===== src/rtl/aes_stream_ctrl.sv =====
// aes_stream_ctrl: credit-based stream wrapper around a fixed-latency,
// never-stalling AES-128 core, with a first-word-fall-through output FIFO.
//
// Ports:
//   clk, rst_n                  clock, asynchronous active-low reset
//   in_valid/in_ready           upstream handshake
//   in_state/in_key/in_tag      plaintext block, key, sideband tag
//   core_state/core_key         to the AES core (all-zero bubble when idle)
//   core_out                    ciphertext from the core, LATENCY cycles later
//   out_valid/out_ready         downstream handshake
//   out_data/out_tag            head-of-FIFO ciphertext and its tag
module aes_stream_ctrl #(
    parameter int LATENCY = 21,
    parameter int DEPTH   = 4,
    parameter int TAGW    = 8
) (
    input  logic            clk,
    input  logic            rst_n,
    input  logic            in_valid,
    output logic            in_ready,
    input  logic [127:0]    in_state,
    input  logic [127:0]    in_key,
    input  logic [TAGW-1:0] in_tag,
    output logic [127:0]    core_state,
    output logic [127:0]    core_key,
    input  logic [127:0]    core_out,
    output logic            out_valid,
    input  logic            out_ready,
    output logic [127:0]    out_data,
    output logic [TAGW-1:0] out_tag
);

    localparam int PW = (DEPTH > 1) ? $clog2(DEPTH) : 1;
    localparam int CW = $clog2(DEPTH + 1);
    localparam int IW = $clog2(LATENCY + 1);

    logic               accept;
    logic               push;
    logic               pop;

    logic [LATENCY-1:0] vld_sr;
    logic [TAGW-1:0]    tag_sr [LATENCY];
    logic [IW-1:0]      inflight;

    logic [127:0]       mem_data [DEPTH];
    logic [TAGW-1:0]    mem_tag  [DEPTH];
    logic [PW-1:0]      wr_ptr;
    logic [PW-1:0]      rd_ptr;
    logic [CW-1:0]      fifo_count;

    // Every block is either in the core or in the FIFO until popped, so
    // admitting only while their sum is below DEPTH means a push always
    // finds a free slot. Depends on registered state only.
    assign in_ready = (32'(fifo_count) + 32'(inflight)) < 32'(DEPTH);

    assign accept = in_valid && in_ready;
    assign push   = vld_sr[LATENCY-1];
    assign pop    = out_ready && (fifo_count != '0);

    assign core_state = accept ? in_state : '0;
    assign core_key   = accept ? in_key   : '0;

    assign out_valid = (fifo_count != '0);
    assign out_data  = mem_data[rd_ptr];
    assign out_tag   = mem_tag[rd_ptr];

    // Valid pipeline mirrors the core depth; tail marks core_out as live.
    always_ff @(posedge clk or negedge rst_n) begin
        if (!rst_n) begin
            vld_sr <= '0;
        end else begin
            vld_sr[0] <= accept;
            for (int i = 1; i < LATENCY; i++) begin
                vld_sr[i] <= vld_sr[i-1];
            end
        end
    end

    // Tag pipeline carries no reset; its contents only matter when the
    // matching valid bit is set.
    always_ff @(posedge clk) begin
        tag_sr[0] <= accept ? in_tag : '0;
        for (int i = 1; i < LATENCY; i++) begin
            tag_sr[i] <= tag_sr[i-1];
        end
    end

    always_ff @(posedge clk or negedge rst_n) begin
        if (!rst_n) begin
            inflight <= '0;
        end else begin
            unique case ({accept, push})
                2'b10:   inflight <= inflight + IW'(1);
                2'b01:   inflight <= inflight - IW'(1);
                default: inflight <= inflight;
            endcase
        end
    end

    always_ff @(posedge clk) begin
        if (push) begin
            mem_data[wr_ptr] <= core_out;
            mem_tag[wr_ptr]  <= tag_sr[LATENCY-1];
        end
    end

    // DEPTH is a power of two, so pointer overflow is the modulo wrap.
    always_ff @(posedge clk or negedge rst_n) begin
        if (!rst_n) begin
            wr_ptr     <= '0;
            rd_ptr     <= '0;
            fifo_count <= '0;
        end else begin
            if (push) begin
                wr_ptr <= wr_ptr + PW'(1);
            end
            if (pop) begin
                rd_ptr <= rd_ptr + PW'(1);
            end
            unique case ({push, pop})
                2'b10:   fifo_count <= fifo_count + CW'(1);
                2'b01:   fifo_count <= fifo_count - CW'(1);
                default: fifo_count <= fifo_count;
            endcase
        end
    end

endmodule

===== config.mk =====
export PLATFORM = sky130hd
export DESIGN_NAME = aes_stream_ctrl
export DESIGN_NICKNAME = d
export VERILOG_FILES = /design/src/rtl/aes_stream_ctrl.sv
export SDC_FILE = /design/constraint.sdc
export NUM_CORES = 1
export LEC_CHECK = 0
export BUFFER_PORTS_ARGS = -buffer_cell sky130_fd_sc_hd__buf_2
export CORE_AREA = 2 2 309 311
export DETAILED_ROUTE_END_ITERATION = 7
export DIE_AREA = 0 0 311 313
export PLACE_DENSITY_LB_ADDON = 0.1
export REMOVE_ABC_BUFFERS = 1
export SLEW_MARGIN = 20
export SYNTH_ARGS = -nofsm -noshare
export SYNTH_HDL_FRONTEND = slang
export SYNTH_SLANG_ARGS = --single-unit

===== constraint.sdc =====
create_clock -name clk -period 5.1 [get_ports clk]
set_input_delay 0.255 -clock clk [delete_from_list [all_inputs] [get_ports clk]]
set_output_delay 0.255 -clock clk [all_outputs]
set_load 0.03 [all_outputs]

==> flow_summary.yaml <==
logic_synthesis:
  yosysSeqAreaShare_pct: 78.6
  avgSynthCellArea_um2: 20.1
  synth_top_family_by_area: "multiplexers"
  yosysWarnings: 0
  synth.area.mux_share_pct: 11.8
  synth-xor-area-share_pct: 0.402
  syn_area_um2: 26100
  synth_cells: 1299
  postSynth.asyncResetShare_pct: 4.43
  ys_types: 32
  synth-seq-cells: 745
  synth_fa_ha_area_share_pct: 0.556
  synth_top_cell_by_area: "edfxtp_1"
  synth_area_leaders: "edfxtp_1 63%, dfxtp_1 13%, mux4_2 12%"
  synth_top_cell_area_share_pct: 62.6
  synthFlopType: "edfxtp_1"
  synth_simple_gate_area_share_pct: 6.76
  synth-compound-area-share_pct: 0.283
  synth-edff-count: 544
global_route:
  grt_util_all_layers_pct: 19.5
  grt_max_degree: 266
  grt_pass1_vias: 16654
  grt_first_pass_wirelength_um: 133000
  antenna_found_initial: 102
  gr-total-overflow: 0
timing:
  layout_worst_path_cycle_share_pct: 76.1
  hold_viol_final: 0
  timing.fmax_mhz: 258
  finalClockSkew_ns: 0.0352
  finalSetupViolCount: 0
  maxSlewViolCount: 0
  finalSetupTns_ns: 0
  timing.final.ws_setup_ns: 1.22
  rsz0062_at_grt: "no"
  relSlewSlack_pct: 26.9
  tightest_slew_ns: 1.10
  fin_crit_ns: 3.88
die:
  ios: 790
  die_h_um: 313
  dieArea_um2: 97300
  die_w_um: 311
  initial_core_util_pct: 27.7
  core-area_um2: 94200
  num_rows: 113
worst_setup_path:
  required_ns: 4.85
  crit_arrival_ns: 3.63
  start_kind: "flip-flop"
  cp_max_fo: 265
  cpLargestDelayFamily: "simple AND/OR/NAND/NOR gates"
  crit_buf_inv: 2
  cpMaxStageDelayCell: "buf_12"
  ff2ff_path_depth: 12
  cpPeakStageDelay_ns: 0.57
  crit_type: "flip-flop to output pin"
  cp_cell_sequence: "ha_1 -> or4_1 -> a311oi_4 -> buf_12 -> and3_1 -> buf_2"
  endpoint_kind: "output pin"
  cp.depth: 6
placed_design:
  dp_hpwl_um: 70900
  port_buffers: 789
  place.gp.congestion: 0.958
  pre_cts_ws_ns: 1.89
clock_network:
  cts_sinks: 745
  clk_latency_ns: 0.63
  cts_tree: "done"
  cts_resized: 0
  cts-root-buf: "clkbuf_16"
  cts_hold_buf: 138
  postCtsSetupRepairBufs: 0
  cts_made_buffers: 83
  clk_pin_slew_worst_paths_ns: 0.05
  htree_levels: 3
  clk_path_buf_depth: 3
hold_path:
  holdPathStages: 3
  hp-class: "input pin to flip-flop"
cells_and_area:
  utilization_pct: 37.9
  finalNetCount: 2642
  final_cell_mix: "788 x buf_2, 544 x edfxtp_1, 264 x and3_1"
  nFillCells: 9114
  layout_commonest_cell: "buf_2"
  syn2layout_area_growth_pct: 36.7
  drive_above_1_share_pct: 46.8
routing:
  wl_per_cell_um: 27.0
  detail-route-antenna-nets: 0
  firstDrtPassIters: 5
  vias: 16378
  via_per_inst: 4.55
  wl_um: 97300
  drt_drc_violations_left: 0
  drt_iter0_markers: 1059
power:
  p_per_area_nw_per_um2: 552
  p_leak_nw: 14.9
  worst_ir_drop_vdd_mv: 0.401
flow_run:
  maxCapViolations: 0
run_status:
  status: "finished, final reports clean"
power breakdown:
part | internal (W) | switching (W) | total, W
sequential | 0.00726 | 0.000411 | 0.00767
clock | 0.00337 | 0.00240 | 0.00577
combinational | 0.00216 | 0.00410 | 0.00626
worst reg2reg max path: stages, from the launching register on:
cell and delay (ns):
dfrtp_1 0.46, ha_1 0.32, or4_1 0.51, a311oi_4 0.29
and2_1 0.19, inv_1 0.06, ha_1 0.28, xor2_1 0.18
ha_1 0.23, a21oi_1 0.18, xor2_1 0.18, nor2_1 0.07
xor2_1 0.14
per-stage QoR:
stage                     power [W]  hold WS [ns]  instance area (um2)  std cells
after detailed placement     0.0141         0.312                31600       3277
after floorplan              0.0118       -0.0406                25700       1207
after global placement       0.0141         0.310                31500       3275
after global routing         0.0206        0.0582                35700       3596
after CTS                    0.0201        0.0141                35600       3563
final                        0.0197        0.0444                35700       3603
cell type report:
type,count,area [um2],share of cell area [%]
diodes,40,100,0.280
clock inverters,44,407,1.14
inverters,7,26.3,0.0736
well taps,1265,1580,4.43
flip-flops and latches,745,20500,57.5
clock buffers,104,2260,6.33
repair buffers,943,5610,15.7
multi-input cells,455,5180,14.5
kinds of logic after synthesis:
family / count (synthesis)
XOR/XNOR: 12
buffers and inverters: 99
AND/OR/NAND/NOR: 284
adder cells (fa/ha/maj): 11
AO/OA/AOI/OAI: 11
flip-flops: 745
multiplexers: 137
registers in the layout (all words and copies together) (netlist names):
| name | cells |
|---|---|
| fifo_count | 3 |
| inflight | 5 |
| mem_data | 512 |
| mem_tag | 32 |
| rd_ptr | 2 |
| tag_sr | 168 |
| vld_sr | 21 |
| wr_ptr | 2 |
worst paths after layout:
kind | end | slack (ns) | start
max in group asynchronous | rd_ptr[0] | 4.21 | rst_n
max | core_key[112] | 1.22 | inflight[2]
min in group asynchronous | vld_sr[20] | 0.30 | rst_n
max reg2reg | inflight[2] | 1.89 | inflight[2]
min reg2reg | tag_sr[2][16] | 0.32 | tag_sr[2][8]
min | rd_ptr[0] | 0.04 | out_ready
per-layer routing:
layer | share of wire (%) | GRT usage [%] | vias up
met5 | 0.038 | 0 | -
met1 | 37 | 22.0 | 8290
met4 | 4.7 | 8.82 | 6
li1 | - | - | 7080
met3 | 7.4 | 5.92 | 268
met2 | 51 | 33.9 | 734
cells in the mapped netlist, types with 6 or more instances:
library cell	n
mux4_2	136
clkbuf_1	50
xor2_1	8
inv_1	7
and3_1	264
edfxtp_1	544
clkbuf_2	20
and2_1	6
dfrtp_1	33
dfxtp_1	168
buf_2	18
ha_1	10
No activity file was read; power rests on OpenSTA's default activity.
